**config.mk**
```make
export PLATFORM = sky130hd
export DESIGN_NAME = dmem_port_arbiter
export DESIGN_NICKNAME = d
export VERILOG_FILES = /design/src/rtl/dmem_port_arbiter.sv
export SDC_FILE = /design/constraint.sdc
export NUM_CORES = 1
export LEC_CHECK = 0
export CORE_UTILIZATION = 51
export CTS_CLUSTER_DIAMETER = 120
export DETAILED_ROUTE_END_ITERATION = 12
export GPL_TIMING_DRIVEN = 0
export PLACE_DENSITY = 0.77
export SETUP_SLACK_MARGIN = 0.1
export SYNTH_ARGS = -nofsm -noshare
export SYNTH_HDL_FRONTEND = slang
export SYNTH_SLANG_ARGS = --single-unit
```
**constraint.sdc**
```tcl
create_clock -name clk -period 2.7 [get_ports clk]
set_clock_uncertainty 0.05 [all_clocks]
set_input_delay 0.405 -clock clk [delete_from_list [all_inputs] [get_ports clk]]
set_output_delay 0.405 -clock clk [all_outputs]
set_load 0.03 [all_outputs]
```
**src/rtl/dmem_port_arbiter.sv**
```systemverilog
// Single-port data SRAM arbiter: posted in-order write buffer, reads prioritised over drains.
// Define DMEM_ARB_FWD_EN to forward the youngest buffered store to a hitting read.
module dmem_port_arbiter #(
  parameter int ADDR_WIDTH = 16,
  parameter int DATA_WIDTH = 16,
  parameter int WBUF_DEPTH = 4
) (
  input  logic                  clk,
  input  logic                  reset_n,
  input  logic                  rd_req,
  input  logic [ADDR_WIDTH-1:0] rd_addr,
  output logic                  rd_gnt,
  output logic [DATA_WIDTH-1:0] rd_data,
  input  logic                  wr_req,
  input  logic [ADDR_WIDTH-1:0] wr_addr,
  input  logic [DATA_WIDTH-1:0] wr_data,
  output logic                  wr_ack,
  output logic [ADDR_WIDTH-1:0] mem_addr,
  output logic [DATA_WIDTH-1:0] mem_wdata,
  output logic                  mem_we_n,
  input  logic [DATA_WIDTH-1:0] mem_rdata,
  output logic                  wbuf_full,
  output logic                  wbuf_empty
);
  localparam int PTR_W = $clog2(WBUF_DEPTH);
  localparam int CNT_W = $clog2(WBUF_DEPTH + 1);

  typedef enum logic [1:0] {IDLE, RD, RSP, WR} state_t;
  state_t state_reg, state_next;

  logic [ADDR_WIDTH-1:0] buf_addr [WBUF_DEPTH];
  logic [DATA_WIDTH-1:0] buf_data [WBUF_DEPTH];
  logic [PTR_W-1:0]      head_reg, tail_reg;
  logic [CNT_W-1:0]      count_reg;
  logic                  push, pop;
  logic [ADDR_WIDTH-1:0] head_addr;
  logic [DATA_WIDTH-1:0] head_data;

  logic                  rd_gnt_next;
  logic [DATA_WIDTH-1:0] rd_data_next;
  logic [ADDR_WIDTH-1:0] mem_addr_next;
  logic [DATA_WIDTH-1:0] mem_wdata_next;
  logic                  mem_we_n_next;

  assign wbuf_full  = (count_reg == CNT_W'(WBUF_DEPTH));
  assign wbuf_empty = (count_reg == '0);
  assign wr_ack     = ~wbuf_full;
  assign push       = wr_req & ~wbuf_full;
  assign pop        = (state_reg == WR);
  assign head_addr  = buf_addr[head_reg];
  assign head_data  = buf_data[head_reg];

  always_ff @(posedge clk) begin
    if (push) begin
      buf_addr[tail_reg] <= wr_addr;
      buf_data[tail_reg] <= wr_data;
    end
  end

  always_ff @(posedge clk or negedge reset_n) begin
    if (!reset_n) begin
      head_reg  <= '0;
      tail_reg  <= '0;
      count_reg <= '0;
    end else begin
      if (push) tail_reg <= tail_reg + 1'b1;
      if (pop)  head_reg <= head_reg + 1'b1;
      case ({push, pop})
        2'b10:   count_reg <= count_reg + 1'b1;
        2'b01:   count_reg <= count_reg - 1'b1;
        default: count_reg <= count_reg;
      endcase
    end
  end

  // entry_match is ordered by age: bit 0 is the head (oldest store)
  logic [WBUF_DEPTH-1:0] entry_match;
  logic                  rd_hit;

  generate
    for (genvar gi = 0; gi < WBUF_DEPTH; gi++) begin : g_match
      logic [PTR_W-1:0] idx;
      assign idx             = head_reg + PTR_W'(gi);
      assign entry_match[gi] = (CNT_W'(gi) < count_reg) && (buf_addr[idx] == rd_addr);
    end
  endgenerate

  assign rd_hit = |entry_match;

`ifdef DMEM_ARB_FWD_EN
  logic [DATA_WIDTH-1:0] fwd_data;

  // Later (younger) matches overwrite earlier ones
  always_comb begin
    fwd_data = '0;
    for (int i = 0; i < WBUF_DEPTH; i++) begin
      if (entry_match[i]) fwd_data = buf_data[head_reg + PTR_W'(i)];
    end
  end
`endif

  always_comb begin
    state_next     = state_reg;
    rd_gnt_next    = 1'b0;
    rd_data_next   = rd_data;
    mem_addr_next  = mem_addr;
    mem_wdata_next = mem_wdata;
    mem_we_n_next  = 1'b1;
    case (state_reg)
      IDLE: begin
        if (wbuf_full) begin
          state_next     = WR;
          mem_addr_next  = head_addr;
          mem_wdata_next = head_data;
          mem_we_n_next  = 1'b0;
        end
`ifdef DMEM_ARB_FWD_EN
        else if (rd_req && rd_hit) begin
          state_next   = RSP;
          rd_data_next = fwd_data;
          rd_gnt_next  = 1'b1;
        end else if (rd_req) begin
          state_next    = RD;
          mem_addr_next = rd_addr;
        end
`else
        else if (rd_req && !rd_hit) begin
          state_next    = RD;
          mem_addr_next = rd_addr;
        end
`endif
        else if (!wbuf_empty) begin
          state_next     = WR;
          mem_addr_next  = head_addr;
          mem_wdata_next = head_data;
          mem_we_n_next  = 1'b0;
        end
      end
      RD: begin
        state_next   = RSP;
        rd_data_next = mem_rdata;
        rd_gnt_next  = 1'b1;
      end
      RSP:     state_next = IDLE;
      WR:      state_next = IDLE;
      default: state_next = IDLE;
    endcase
  end

  always_ff @(posedge clk or negedge reset_n) begin
    if (!reset_n) begin
      state_reg <= IDLE;
      rd_gnt    <= 1'b0;
      rd_data   <= '0;
      mem_addr  <= '0;
      mem_wdata <= '0;
      mem_we_n  <= 1'b1;
    end else begin
      state_reg <= state_next;
      rd_gnt    <= rd_gnt_next;
      rd_data   <= rd_data_next;
      mem_addr  <= mem_addr_next;
      mem_wdata <= mem_wdata_next;
      mem_we_n  <= mem_we_n_next;
    end
  end

endmodule

```
* After elaboration in Yosys (flattened, before gate mapping)
Memories as Yosys holds them, arrays and structs flattened. Cells that the tools add are included.
Operators by class: multiplexer cells 18, $add $sub $neg 6, bitwise operators 2, $mul 0, equality and inequality tests 14, shift operators 0, reductions and logical operators 13, div/mod/pow operators 0, magnitude comparators 4
Operator list (count):
- $mux W16 | 6
- $eq A16 B16 Y1 | 4
- $mux W1 | 7
- $eq A2 B2 Y1 const B | 3
- $lt A1 B3 Y1 const A | 2
- $lt A2 B3 Y1 const A | 2
- $mux W2 | 3
- $pmux W2 S3 | 1
- $pmux W3 S2 | 1
- $logic_and A1 B1 Y1 | 5
- $add A2 B1 Y2 const B | 2
- $add A2 B2 Y2 const B | 2
- $eq A2 B1 Y1 const B | 2
- $ne A2 B2 Y1 const B | 2
- $ne A4 B4 Y1 const B | 1
- $reduce_or A4 Y1 | 1
- $add A3 B1 Y3 const B | 1
- $eq A3 B3 Y1 const B | 1
- $logic_not A3 Y1 | 1
- $ne A3 B2 Y1 const B | 1
- $reduce_and A3 Y1 | 1
- $sub A3 B1 Y3 const B | 1
- $logic_not A2 Y1 | 1
- $reduce_and A2 Y1 | 1
- 5 further kinds | 5
Word-level totals: output and inout port bits 53, logic and storage cells 68, bits in latches 0, memories 2, RAM bits 128, input bits 68, bits in read-only memories 0, bits in registers 59
Memory list:
- buf_addr | words 4, bits a word 16, read ports 4, clocked after Yosys merged registers in 0, write ports 1, line 31 | logic [ADDR_WIDTH-1:0] buf_addr [WBUF_DEPTH];
- buf_data | words 4, bits a word 16, read ports 1, clocked after Yosys merged registers in 0, write ports 1, line 32 | logic [DATA_WIDTH-1:0] buf_data [WBUF_DEPTH];

* Depth between registers and ports, before layout
An unclocked memory read counts as a cell.
depth after elaboration 10, gate-level depth with buffers 13, gate-level depth less buffers 9

* Worst setup path after synthesis
Ideal clock, no wire load.
path kind flip-flop to flip-flop, from register head_reg[1], to register mem_addr[10], data arrival time 2.769 ns, path buffers 2, stages on the path, launching flop included 11, period minus slack after synthesis 2.944 ns, required time 2.525 ns, setup slack -0.244 ns, library setup time 0.125 ns, cells stage by stage dfrtp_1 > buf_6 > mux4_1 > xnor2_1 > o2111ai_1 > nor4_1 > a221oi_1 > nand3_4 > buf_6 > mux2_2 > mux2_4
Between the ends: longest elaborated chain between the ends 9, elaborated cells on any way between the ends 20, classes of those cells add/sub (3); eq/ne (5); mux (3); reduce/logical (8); memory (1)
RTL lines:
- start, declared | line 33 | logic [PTR_W-1:0] head_reg, tail_reg;
- start signal, assigned | line 67 | if (pop) head_reg <= head_reg + 1'b1;
- $add A2 B1 Y2 / $add A2 B2 Y2 (equally long branches) | line 83 | assign idx = head_reg + PTR_W'(gi);
- $mem_v2 Z4 W16 (*)
- $eq A16 B16 Y1 | line 84 | assign entry_match[gi] = (CNT_W'(gi) < count_reg) && (buf_addr[idx] == rd_addr);
- $logic_and A1 B1 Y1 | line 84
- $reduce_or A4 Y1 | line 88 | assign rd_hit = |entry_match;
- $logic_not A1 Y1 | line 127 | else if (rd_req && !rd_hit) begin
- $logic_and A1 B1 Y1 | line 127
- $ne A3 B2 Y1 (no line) / $mux W16 (equally long branches)
- $reduce_and A2 Y1 (no line) / $mux W16 (equally long branches)
- end signal, assigned | line 162 | mem_addr <= mem_addr_next;
- end, declared | line 18 | output logic [ADDR_WIDTH-1:0] mem_addr,
Mark *: on every way between the ends. The rest lies on a longest branch, timed or not. The select of a mux whose other input is x is not followed. A chain may end at the register's enable or synchronous reset.

* Final worst setup path
from register head_reg[0], to register mem_wdata[15]
Between the ends: longest elaborated chain between the ends 9, elaborated cells on any way between the ends 21, classes of those cells add/sub (3); eq/ne (5); mux (3); reduce/logical (8); memory (2)
RTL lines:
- $add A2 B1 Y2 / $add A2 B2 Y2 (equally long branches) | line 83
- $mem_v2 Z4 W16
- $eq A16 B16 Y1 | line 84
- $logic_and A1 B1 Y1 | line 84
- $reduce_or A4 Y1 | line 88
- $logic_not A1 Y1 | line 127
- $logic_and A1 B1 Y1 | line 127
- $ne A2 B2 Y1 (no line)
- $reduce_and A3 Y1 (no line)
- end signal, assigned | line 163 | mem_wdata <= mem_wdata_next;
- end, declared | line 19 | output logic [DATA_WIDTH-1:0] mem_wdata,
Parallel ways exist; a longest one is shown, timed or not. The select of a mux whose other input is x is not followed.

==> out/qor.yml <==
tritoncts: "built"
drtPass1Iterations: 5
wirelength_microns: 22400
placed_area_sq_um: 11100
hold_ws_ps: -18.1
grt_max_degree: 60
drive_above_1_share_pct: 34.6
syn_to_final_growth_pct: 26.2
clk_pin_slew_worst_paths_ps: 70
synth_seq_area_share_pct: 55.0
cp.arrival_ps: 3530
clockRootBuffer: "clkbuf_16"
hold_class: "input pin to asynchronous set/reset pin"
period_minus_slack_ps: 3260
clock_sinks: 187
final_nets: 790
fmax_ghz: 0.307
worst_ep_required_time_ps: 2970
synth_ff_type: "edfxtp_1"
dp_hpwl_microns: 15500
drt_iter0_drc: 319
antenna_found_initial: 0
cpPeakStageDelay_ps: 590
clockBufferDepth: 2
yosysTopAreaCell: "edfxtp_1"
ys_ff_latch: 187
crit_buf_inv: 5
globalplace.congestion: 0.899
core_area_sq_um: 18600
avgSynthCellArea_sq_um: 17.1
peakVddDrop_uv: 619
vias: 5834
grt_pass1_vias: 6052
grt_usage_pct: 23.9
numPortBuffers: 105
synth_top_area_share_pct: 39.7
die_x_microns: 140
critPathTopFamily: "multiplexers"
route.detailed.drc: 0
fin_tns_setup_ps: -17020
worstSkewPairLatency_ps: 440
relSlewSlack_pct: 46.0
syn-num-nets: 642
syn_area_sq_um: 9680
final_area_sq_um: 12200
comb_power_share_pct: 53.5
vias_per_cell: 6.08
grt.overflow.total: 0
netlist_top_cells_count: "edfxtp_1 (128), dfrtp_1 (58), mux2_2 (49)"
synth_edf_count: 128
async_flop_share_pct: 31.6
dieArea_sq_um: 19500
pin_count: 121
ctsHtreeMaxLevel: 4
critical_path_class: "flop to flop"
p_seq_share_pct: 29.7
slew_viol_final: 0
crit_chain: "buf_6 > buf_12 > buf_8 > mux4_2 > xnor2_2 > nand3_2 > nor4_4 > a221oi_2 > nand3_4 > buf_6 > nand3_4 > buf_12 > mux2_2"
worst-path-max-fanout: 7
grt_first_pass_wirelength_microns: 34300
hold_viol_final: 11
power_mw: 15.0
die-height_microns: 140
status: "finished, violations left"
swShare_pct: 37.3
slowest_stage: "mux4_2"
p_sw_mw: 5.60
tightestPinTransition_ps: 810
violations: "hold timing, setup timing"
syn_inst: 565
pwr-share-clk_pct: 16.7
p_int_mw: 9.42
synth.area.top_cells: "edfxtp_1 (40%), dfrtp_1 (15%), mux4_2 (8.6%), mux4_1 (6.5%), mux2_2 (5.7%)"
ys_warn_count: 0
p_leak_nw: 4.53
wl_per_cell_microns: 23.3
hold_buffers: 0
initial_utilization_pct: 51.9
synth_most_common_cell: "edfxtp_1"
cts_buffers: 17
ant_nets: 0
pre_cts_ws_ps: -851
layout_setup_ws_ps: -555
diodes: 0
top_regs: "buf_addr (64), buf_data (64)"
critPathCaptureType: "flop"
row_count: 50
setup_viol: 35
drv_cap: 0
synthDistinctLibCells: 56
powerDensity_nw_per_um2: 1230
critical_path.startpoint_type: "flop"
finalCritPeriodShare_pct: 121
rsz0062_at_grt: "true"
[cells by family (layout without fill, tap and decap cells)]
logic type	count (synthesis)	in the layout	share of synthesized area, %
adders and majority gates	9	9	1.16
xor gates and xnor gates	62	62	5.61
buffers and inverters	51	212	4.64
and+or+nand+nor	52	52	3.22
DFF	187	187	55.0
AOI/OAI and AO/OA	39	39	2.97
muxes	165	165	27.4
[final timing paths]
path / startpoint / end / slack [ps] / depth (start not counted)
setup / recovery: head_reg[0] / mem_wdata[15] / -560 / 13
hold / removal: reset_n / mem_addr[10] / -20 / 1
setup reg to reg: head_reg[0] / mem_wdata[15] / -560 / 13
hold reg to reg: rd_data[7] / rd_data[7] / 460 / 1
max in group asynchronous: reset_n / head_reg[0] / 2040 / 1
min in group clk: rd_addr[11] / mem_addr[11] / 360 / 3
[cell usage in the layout, fill, tap and decap left out, types with 5 or more instances in the layout]
cell,synthesis,layout
buf_4,10,20
clkbuf_16,0,19
mux2_4,18,25
inv_6,0,5
buf_6,11,10
nand2_1,11,11
xor2_1,16,15
inv_1,8,8
buf_8,3,8
xnor2_2,0,9
mux2i_1,37,32
dfrtp_1,58,58
mux4_2,37,49
clkdlybuf4s50_1,0,101
edfxtp_1,128,128
ha_1,9,9
buf_12,1,11
mux2_2,49,42
nor2_1,6,6
nand4_1,6,6
clkbuf_8,8,8
a21oi_1,7,7
mux4_1,24,12
xnor2_1,46,37
[power groups by stage]
stage          clock (mW)  combinational (mW)  sequential [mW]
6_report             2.51                8.04             4.46
5_1_grt              2.67                8.48             4.55
4_1_cts              2.55                7.63             4.46
3_5_place_dp            0                7.31             4.50
3_3_place_gp            0                7.13             4.46
2_1_floorplan           0                4.42             5.17
[per-stage QoR]
step | hold WS [ps] | instances | util, %
2_1_floorplan | 59.4 | 565 | -
5_1_grt | 49.3 | 960 | 65.5
4_1_cts | 37.1 | 952 | 63.9
6_report | -18.1 | 960 | 65.5
3_5_place_dp | 445 | 908 | 59.7
3_3_place_gp | 439 | 904 | 59.3
[layout make-up]
cell class | count | area, sq um
Clock inverter | 15 | 173
Buffer | 42 | 488
Fill cell | 1279 | 6420
Tap cell | 234 | 293
Multi-Input combinational cell | 327 | 4140
Timing Repair Buffer | 129 | 1350
Inverter | 9 | 33.8
Sequential cell | 187 | 5320
Clock buffer | 17 | 425
[what timing repair did]
item                                    4_1_cts  5_1_grt
setup buffers                                12        6
pin swaps                                     8        4
resized for setup                            26       42
cloned                                        0        2
endpoints found under the setup margin       38       36
hold endpoints to repair                      0        0
[layer usage]
metal	vias to the layer above	wire length (microns)	track usage, %
li1	2536	-	-
met1	2978	9150	30.4
met2	276	11200	38.9
met3	44	1490	6.33
met4	0	584	9.95
met5	-	0	0
[worst register-to-register path, cell delays in order, from the launching register on]
cell and delay [ps]:
dfrtp_1 350, buf_6 160, buf_12 160, buf_8 120
mux4_2 590, xnor2_2 180, nand3_2 110, nor4_4 60
a221oi_2 360, nand3_4 190, buf_6 170, nand3_4 150
buf_12 160, mux2_2 330
No activity file was read; power rests on OpenSTA's default activity.
